File: src/rtl/fw_hex_loader_if.sv
`default_nettype none
// ============================================================================
//  Module      : fw_hex_loader_if
//  Description : Character-stream and memory-write bus of the hex loader.
//  Revision    : 1.0
// ============================================================================
interface fw_hex_loader_if #(
    parameter int ADDR_WIDTH = 16,
    parameter int DATA_WIDTH = 8
);
    logic [7:0]            char_in;
    logic                  char_valid;
    logic                  char_ready;
    logic                  eof;
    logic                  mem_we;
    logic [ADDR_WIDTH-1:0] mem_addr;
    logic [DATA_WIDTH-1:0] mem_din;

    modport master (
        output char_in, char_valid, eof,
        input  char_ready, mem_we, mem_addr, mem_din
    );

    modport slave (
        input  char_in, char_valid, eof,
        output char_ready, mem_we, mem_addr, mem_din
    );
endinterface
`default_nettype wire

File: src/rtl/fw_hex_loader.sv
`default_nettype none
// ============================================================================
//  Module      : fw_hex_loader
//  Description : Parses an ASCII hex stream into words and writes them to
//                memory; holds the CPU in reset until the load is complete.
//  Revision    : 1.0
// ============================================================================
module fw_hex_loader #(
    parameter int              ADDR_WIDTH  = 16,
    parameter int              DATA_WIDTH  = 8,
    parameter int unsigned     BASE_ADDR   = 'h0200,
    parameter longint unsigned DEPTH       = 65536,
    parameter int              COUNT_WIDTH = 17
) (
    input  wire logic                   clk,
    input  wire logic                   reset_n,
    input  wire logic                   start,
    fw_hex_loader_if.slave              bus,
    output logic                        busy,
    output logic                        done,
    output logic [1:0]                  error_code,
    output logic [COUNT_WIDTH-1:0]      word_count,
    output logic                        cpu_reset_n
);
    localparam int c_nibbles = DATA_WIDTH / 4;
    localparam int c_kw      = (c_nibbles > 1) ? $clog2(c_nibbles) : 1;
    localparam logic [ADDR_WIDTH-1:0] c_base = ADDR_WIDTH'(BASE_ADDR);

    localparam logic [2:0] c_st_idle    = 3'd0;
    localparam logic [2:0] c_st_word    = 3'd1;
    localparam logic [2:0] c_st_org     = 3'd2;
    localparam logic [2:0] c_st_comment = 3'd3;
    localparam logic [2:0] c_st_write   = 3'd4;
    localparam logic [2:0] c_st_done    = 3'd5;
    localparam logic [2:0] c_st_err     = 3'd6;

    localparam logic [1:0] c_err_char  = 2'b01;
    localparam logic [1:0] c_err_split = 2'b10;
    localparam logic [1:0] c_err_range = 2'b11;

    logic [2:0]             r_state;
    logic [c_kw-1:0]        r_nib;
    logic [DATA_WIDTH-1:0]  r_word;
    logic [ADDR_WIDTH-1:0]  r_org;
    logic                   r_org_any;
    logic [ADDR_WIDTH-1:0]  r_addr;
    logic                   r_mem_we;
    logic [ADDR_WIDTH-1:0]  r_mem_addr;
    logic [DATA_WIDTH-1:0]  r_mem_din;
    logic [1:0]             r_err;
    logic [COUNT_WIDTH-1:0] r_count;
    logic                   r_eof_pending;

    logic                   w_is_hex;
    logic [3:0]             w_nib;
    logic                   w_is_sep;
    logic                   w_is_hash;
    logic                   w_is_at;
    logic                   w_is_lf;
    logic                   w_char_ready;
    logic                   w_accept;
    logic                   w_eof_now;
    logic                   w_in_range;
    logic                   w_last;
    logic [DATA_WIDTH-1:0]  w_word_next;
    logic [ADDR_WIDTH-1:0]  w_org_next;

    // Each character decodes on its own, so mixed case within a word is legal
    always_comb begin
        w_is_hex = 1'b0;
        w_nib    = 4'h0;
        if (bus.char_in >= 8'h30 && bus.char_in <= 8'h39) begin
            w_is_hex = 1'b1;
            w_nib    = 4'(bus.char_in - 8'h30);
        end else if (bus.char_in >= 8'h41 && bus.char_in <= 8'h46) begin
            w_is_hex = 1'b1;
            w_nib    = 4'(bus.char_in - 8'h37);
        end else if (bus.char_in >= 8'h61 && bus.char_in <= 8'h66) begin
            w_is_hex = 1'b1;
            w_nib    = 4'(bus.char_in - 8'h57);
        end
    end

    assign w_is_lf   = (bus.char_in == 8'h0A);
    assign w_is_sep  = (bus.char_in == 8'h20) || (bus.char_in == 8'h09) ||
                       (bus.char_in == 8'h0D) || w_is_lf || (bus.char_in == 8'h00);
    assign w_is_hash = (bus.char_in == 8'h23);
    assign w_is_at   = (bus.char_in == 8'h40);

    assign w_char_ready = (r_state == c_st_word) || (r_state == c_st_org) ||
                          (r_state == c_st_comment);
    assign w_accept     = bus.char_valid & w_char_ready;
    assign w_eof_now    = r_eof_pending | bus.eof;
    assign w_in_range   = (64'(r_addr) < DEPTH);
    assign w_last       = (r_nib == c_kw'(c_nibbles - 1));
    assign w_word_next  = DATA_WIDTH'({r_word, w_nib});
    assign w_org_next   = ADDR_WIDTH'({r_org, w_nib});

    always_ff @(posedge clk or negedge reset_n) begin
        if (!reset_n) begin
            r_state       <= c_st_idle;
            r_nib         <= '0;
            r_word        <= '0;
            r_org         <= '0;
            r_org_any     <= 1'b0;
            r_addr        <= c_base;
            r_mem_we      <= 1'b0;
            r_mem_addr    <= c_base;
            r_mem_din     <= '0;
            r_err         <= 2'b00;
            r_count       <= '0;
            r_eof_pending <= 1'b0;
        end else if (start) begin
            r_state       <= c_st_word;
            r_nib         <= '0;
            r_addr        <= c_base;
            r_mem_we      <= 1'b0;
            r_err         <= 2'b00;
            r_count       <= '0;
            r_eof_pending <= 1'b0;
        end else begin
            r_mem_we <= 1'b0;
            case (r_state)
                c_st_word: begin
                    if (w_accept) begin
                        // A same-cycle eof waits until this character has been consumed
                        r_eof_pending <= w_eof_now;
                        if (w_is_hex) begin
                            r_word <= w_word_next;
                            if (w_last) begin
                                r_state  <= c_st_write;
                                r_nib    <= '0;
                                r_mem_we <= w_in_range;
                                if (w_in_range) begin
                                    r_mem_addr <= r_addr;
                                    r_mem_din  <= w_word_next;
                                end
                            end else begin
                                r_nib <= r_nib + c_kw'(1);
                            end
                        end else if (r_nib != '0) begin
                            r_state <= c_st_err;
                            r_err   <= (w_is_sep || w_is_hash || w_is_at) ? c_err_split : c_err_char;
                        end else if (w_is_hash) begin
                            r_state <= c_st_comment;
                        end else if (w_is_at) begin
                            r_state   <= c_st_org;
                            r_org     <= '0;
                            r_org_any <= 1'b0;
                        end else if (!w_is_sep) begin
                            r_state <= c_st_err;
                            r_err   <= c_err_char;
                        end
                    end else if (w_eof_now) begin
                        r_eof_pending <= 1'b0;
                        if (r_nib == '0) begin
                            r_state <= c_st_done;
                        end else begin
                            r_state <= c_st_err;
                            r_err   <= c_err_split;
                        end
                    end
                end
                c_st_org: begin
                    if (w_accept) begin
                        r_eof_pending <= w_eof_now;
                        if (w_is_hex) begin
                            r_org     <= w_org_next;
                            r_org_any <= 1'b1;
                        end else if (w_is_sep || w_is_hash) begin
                            if (r_org_any) begin
                                r_addr  <= r_org;
                                r_state <= w_is_hash ? c_st_comment : c_st_word;
                            end else begin
                                r_state <= c_st_err;
                                r_err   <= c_err_split;
                            end
                        end else begin
                            r_state <= c_st_err;
                            r_err   <= c_err_char;
                        end
                    end else if (w_eof_now) begin
                        r_eof_pending <= 1'b0;
                        r_state       <= c_st_err;
                        r_err         <= c_err_split;
                    end
                end
                c_st_comment: begin
                    if (w_accept) begin
                        r_eof_pending <= w_eof_now;
                        if (w_is_lf) begin
                            r_state <= c_st_word;
                        end
                    end else if (w_eof_now) begin
                        r_eof_pending <= 1'b0;
                        r_state       <= c_st_done;
                    end
                end
                c_st_write: begin
                    r_eof_pending <= w_eof_now;
                    if (w_in_range) begin
                        r_addr  <= r_addr + ADDR_WIDTH'(1);
                        r_state <= c_st_word;
                        if (r_count != '1) begin
                            r_count <= r_count + COUNT_WIDTH'(1);
                        end
                    end else begin
                        r_state <= c_st_err;
                        r_err   <= c_err_range;
                    end
                end
                default: begin
                end
            endcase
        end
    end

    assign bus.char_ready = w_char_ready;
    assign bus.mem_we     = r_mem_we;
    assign bus.mem_addr   = r_mem_addr;
    assign bus.mem_din    = r_mem_din;

    assign busy        = w_char_ready || (r_state == c_st_write);
    assign done        = (r_state == c_st_done);
    assign cpu_reset_n = (r_state == c_st_done);
    assign error_code  = r_err;
    assign word_count  = r_count;
endmodule
`default_nettype wire

File: src/flat_wrapper.sv
// flat-port wrapper written by rule: the top's interface ports become plain ports
module fw_hex_loader_flat 
#(
    parameter int              ADDR_WIDTH  = 16,
    parameter int              DATA_WIDTH  = 8,
    parameter int unsigned     BASE_ADDR   = 'h0200,
    parameter longint unsigned DEPTH       = 65536,
    parameter int              COUNT_WIDTH = 17
)
  (clk, reset_n, start, busy, done, error_code, word_count, cpu_reset_n, bus_char_in, bus_char_valid, bus_eof, bus_char_ready, bus_mem_we, bus_mem_addr, bus_mem_din);
  fw_hex_loader_if #(.ADDR_WIDTH(ADDR_WIDTH), .DATA_WIDTH(DATA_WIDTH)) bus_i ();
  input  wire logic clk;
  input  wire logic reset_n;
  input  wire logic start;
  output logic busy;
  output logic done;
  output logic [1:0] error_code;
  output logic [COUNT_WIDTH-1:0] word_count;
  output logic cpu_reset_n;
  input wire logic [$bits(bus_i.char_in)-1:0] bus_char_in;
  input wire logic [$bits(bus_i.char_valid)-1:0] bus_char_valid;
  input wire logic [$bits(bus_i.eof)-1:0] bus_eof;
  output wire logic [$bits(bus_i.char_ready)-1:0] bus_char_ready;
  output wire logic [$bits(bus_i.mem_we)-1:0] bus_mem_we;
  output wire logic [$bits(bus_i.mem_addr)-1:0] bus_mem_addr;
  output wire logic [$bits(bus_i.mem_din)-1:0] bus_mem_din;
  assign bus_i.char_in = bus_char_in;
  assign bus_i.char_valid = bus_char_valid;
  assign bus_i.eof = bus_eof;
  assign bus_char_ready = bus_i.char_ready;
  assign bus_mem_we = bus_i.mem_we;
  assign bus_mem_addr = bus_i.mem_addr;
  assign bus_mem_din = bus_i.mem_din;
  fw_hex_loader #(.ADDR_WIDTH(ADDR_WIDTH), .DATA_WIDTH(DATA_WIDTH), .BASE_ADDR(BASE_ADDR), .DEPTH(DEPTH), .COUNT_WIDTH(COUNT_WIDTH)) u_core (.clk(clk), .reset_n(reset_n), .start(start), .bus(bus_i), .busy(busy), .done(done), .error_code(error_code), .word_count(word_count), .cpu_reset_n(cpu_reset_n));
endmodule
File: config.mk
export PLATFORM = sky130hd
export DESIGN_NAME = fw_hex_loader_flat
export DESIGN_NICKNAME = d
export VERILOG_FILES = /design/src/rtl/fw_hex_loader_if.sv /design/src/rtl/fw_hex_loader.sv /design/src/flat_wrapper.sv
export SDC_FILE = /design/constraint.sdc
export NUM_CORES = 1
export LEC_CHECK = 0
export BUFFER_PORTS_ARGS = -buffer_cell sky130_fd_sc_hd__clkbuf_2
export CORE_MARGIN = 4
export CORE_UTILIZATION = 29
export CTS_BUF_LIST = sky130_fd_sc_hd__clkbuf_4
export CTS_CLUSTER_SIZE = 20
export DETAILED_ROUTE_END_ITERATION = 6
export GPL_TIMING_DRIVEN = 1
export MAX_ROUTING_LAYER = met4
export PLACE_DENSITY = 0.43
export SLEW_MARGIN = 20
export SYNTH_ARGS = -nofsm -noshare
export SYNTH_HDL_FRONTEND = slang
export SYNTH_SLANG_ARGS = --single-unit
File: constraint.sdc
create_clock -name clk -period 4.3 [get_ports clk]
set_clock_uncertainty 0.15 [all_clocks]
set_input_delay 0.43 -clock clk [delete_from_list [all_inputs] [get_ports clk]]
set_output_delay 0.43 -clock clk [all_outputs]
set_load 0.03 [all_outputs]
==> impl_metrics.csv <==
group,metric,value,unit
global_routing,grt_first_pass_wirelength,20.2,mm
worst_hold_path,whs_path_depth,3,
floorplan,core,15800,sq um
placed_design,dp_hpwl,8.51,mm
worst_setup_path,cp_max_fo,7,
logic_synthesis,yosysSeqAreaShare,0.462,
logic_synthesis,yosys_most_used_dff,"dfrtp_1",
worst_setup_path,ff2ff_path_depth,12,
logic_synthesis,ys_seq_elements,86,
pwr,peakVddDrop,298,uV
logic_synthesis,yosysWarnings,0,
sta,finalCritPeriodShare,0.834,
detailed_routing,via_per_inst,4.93,
sta,maxSlewViolCount,0,
clocking,clk_pin_slew,0.15,ns
worst_setup_path,critPathTopFamily,"simple AND/OR/NAND/NOR gates",
global_routing,grt_pass1_vias,3883,
floorplan,fp-row-count,46,
worst_setup_path,cp.depth,12,
global_routing,grt_usage,0.144,
sta,hold_viol,0,
detailed_routing,drt_iter0_markers,194,
worst_setup_path,worst_setup_path_start_kind,"register",
cells_and_area,fin_util,0.338,
sta,setup_viol,0,
worst_setup_path,slowest_stage,"nor3_1",
detailed_routing,totalWireLength,12.1,mm
clocking,cts_tree,"built",
worst_setup_path,arrival,3.83,ns
cells_and_area,final_common_cell,"dfrtp_1",
clocking,clockRootBuffer,"clkbuf_4",
global_routing,grt_max_degree,53,
logic_synthesis,synth_cell_types,68,
sta,tightest_slew,1.04,ns
sta,fin_setup_tns,0,ns
clocking,cts_sinks,86,
clocking,htreeDepth,3,
floorplan,dieHeight,135,um
worst_setup_path,crit_path_cell_trace,"and3_1 -> and3_1 -> and4_1 -> nand3_1 -> nor3_1 -> ha_1 -> nor4b_2 -> nor2_1 -> nor3_1 -> nand3_1 -> xor2_1 -> nor2_1",
clocking,clockBufferDepth,2,
pwr,power_leakage,2.35,nW
floorplan,die_w,135,um
worst_hold_path,hold_path_end,"u_core.r_eof_pending$_DFFE_PN0P_",
cells_and_area,layout-area-overhead-vs-synth,14.9,%
cells_and_area,drive_above_1_share,0.210,
logic_synthesis,syn-cell-area,4660,sq um
worst_setup_path,max_stage_delay,0.65,ns
status,outcome,"finished, final reports clean",
global_routing,antenna_found_initial,1,
logic_synthesis,synthCells,513,
sta,period_needed,3.59,ns
global_routing,grt_overflow,0,
detailed_routing,ant_nets,0,
placed_design,portBuffers,60,
sta,fmax,0.279,GHz
detailed_routing,dr.pass1.iters,4,
worst_setup_path,crit_required,4.55,ns
floorplan,design.die.area,18200,sq um
detailed_routing,num_vias,3897,
placed_design,finalWeightedCongestion,0.895,
floorplan,floorplan.initialDensity,0.294,
flow_run,maxCapViolations,0,
detailed_routing,wl_per_cell,15.3,um
sta,rsz0062_at_grt,"no",
logic_synthesis,synth.net_count,533,
pwr,powerDensity,385,nW/um^2
clocking,clk_latency,0.46,ns
worst_hold_path,min_from,"bus_eof",
worst_setup_path,r2r-end,"u_core.word_count[7]$_DFFE_PN0P_",
worst_setup_path,r2r-start,"u_core.word_count[5]$_DFFE_PN0P_",
worst_setup_path,cp.buffers_inverters,0,
logic_synthesis,async_reset_ff_frac,1.00,
logic_synthesis,synth_edf_count,0,
sta,maxSlewHeadroom,0.304,
cells_and_area,mostFrequentLayoutCells,"84 x dfrtp_1, 83 x nand2_1, 59 x clkbuf_2, 49 x nor2_1, 38 x o21ai_0",
clocking,cts_buffers,9,
worst_setup_path,end_kind,"register",
worst_setup_path,worstSetupPathType,"reg2reg",
detailed_routing,drc,0,
cells_and_area,nets,587,
worst_hold_path,hold_class,"in2reg",
logic_synthesis,syn_area_per_cell,9.08,sq um
worst_setup_path,r2r_slack,0.71,ns
floorplan,ios,61,
routing by layer:
metal	up-vias	GRT usage	part of all wire
li1	1936	-	-
met1	1875	0.185	0.47
met2	65	0.229	0.48
met3	21	0.0253	0.029
met4	0	0.0503	0.019
met5	-	-	0
area by class of cell:
| type | count | area [sq um] |
|---|---|---|
| Fill cell | 1653 | 10500 |
| Multi-Input combinational cell | 392 | 2360 |
| Sequential cell | 86 | 2150 |
| Timing Repair Buffer | 70 | 380 |
| Tap cell | 216 | 270 |
| Clock inverter | 7 | 88.8 |
| Clock buffer | 9 | 67.6 |
| Inverter | 8 | 30.0 |
| Antenna cell | 2 | 5.00 |
state kept, by name (all words and copies together) (netlist names), 2 cells and up:
| signal | flops |
|---|---|
| u_core.r_addr | 16 |
| u_core.r_word | 4 |
| u_core.bus.mem_din | 8 |
| u_core.bus.mem_addr | 16 |
| u_core.r_org | 16 |
| u_core.word_count | 17 |
| u_core.r_state | 3 |
| u_core.error_code | 2 |
worst max path at each step:
stage | from | endpoint | slack [ns]
5_1_grt | u_core.word_count[5]$_DFFE_PN0P_ | u_core.word_count[7]$_DFFE_PN0P_ | 0.32
2_1_floorplan | u_core.word_count[6]$_DFFE_PN0P_ | u_core.word_count[15]$_DFFE_PN0P_ | 1.04
3_3_place_gp | u_core.word_count[6]$_DFFE_PN0P_ | u_core.word_count[15]$_DFFE_PN0P_ | 0.86
3_5_place_dp | u_core.word_count[5]$_DFFE_PN0P_ | u_core.word_count[7]$_DFFE_PN0P_ | 0.70
6_report | u_core.word_count[5]$_DFFE_PN0P_ | u_core.word_count[7]$_DFFE_PN0P_ | 0.71
4_1_cts | u_core.word_count[5]$_DFFE_PN0P_ | u_core.word_count[7]$_DFFE_PN0P_ | 0.66
cell families (layout without fill, tap and decap cells):
kind of cell | after synthesis | after routing | synth area share
AOI/OAI and AO/OA | 129 | 129 | 0.171
xor gates and xnor gates | 19 | 19 | 0.0357
adders and majority gates | 7 | 7 | 0.0188
buffers and inverters | 35 | 94 | 0.0330
DFF | 86 | 86 | 0.462
muxes | 24 | 24 | 0.0599
other | 0 | 2 | 0
and+or+nand+nor | 213 | 213 | 0.219
power by group:
group	total (mW)	switching (mW)	internal, mW
logic	0.584	0.386	0.198
clock network	0.528	0.295	0.233
registers	0.952	0.0911	0.861
total	2.06	0.772	1.29
cells in the mapped netlist (3+ instances only):
master     count  share of area
nor2_1        49          0.039
a221oi_1       3         0.0056
o31ai_1        3         0.0048
nor4_1         4         0.0054
and3_1         8          0.011
clkbuf_1      19          0.015
nand2b_1       6         0.0081
a2111oi_0      4         0.0075
o21ai_0       38          0.041
nand2_1       83          0.067
nor2b_1        8          0.011
xnor2_1        7          0.013
nor3_1        14          0.015
inv_1          8         0.0064
mux2_4         3         0.0097
dfrtp_1       84           0.45
nand3b_1       3         0.0048
a21oi_1       34          0.037
a31oi_1        4         0.0054
o41ai_1        3         0.0056
buf_2          3         0.0032
ha_1           7          0.019
nand3_1       12          0.013
o21ai_1       13          0.014
xor2_1        12          0.023
a21o_1         3         0.0048
nand4_1        7         0.0094
mux2_2        19          0.046
repair_timing:
item,in CTS,in global routing
gates resized for setup,0,0
hold endpoints to repair,49,0
hold buffers,1,0
buffers inserted,0,0
worst reg2reg max path, delay by kind of cell (launching register included):
| kind | cells | cell delay [ns] |
|---|---|---|
| xor+xnor | 1 | 0.17 |
| fa+ha+maj | 1 | 0.22 |
| flops | 1 | 0.46 |
| simple gates | 10 | 2.50 |
metrics by stage:
stage	instance area, sq um	power, mW	cells	hold slack (ns)	setup WS (ns)
floorplan	4660	1.37	513	-0.0156	1.04
global placement	5180	1.55	771	0.310	0.860
detailed placement	5180	1.55	771	0.321	0.700
CTS	5350	2.10	788	0.0788	0.663
global route	5350	2.20	790	0.117	0.320
finish	5350	2.06	790	0.121	0.715
No activity file was read; power rests on OpenSTA's default activity.
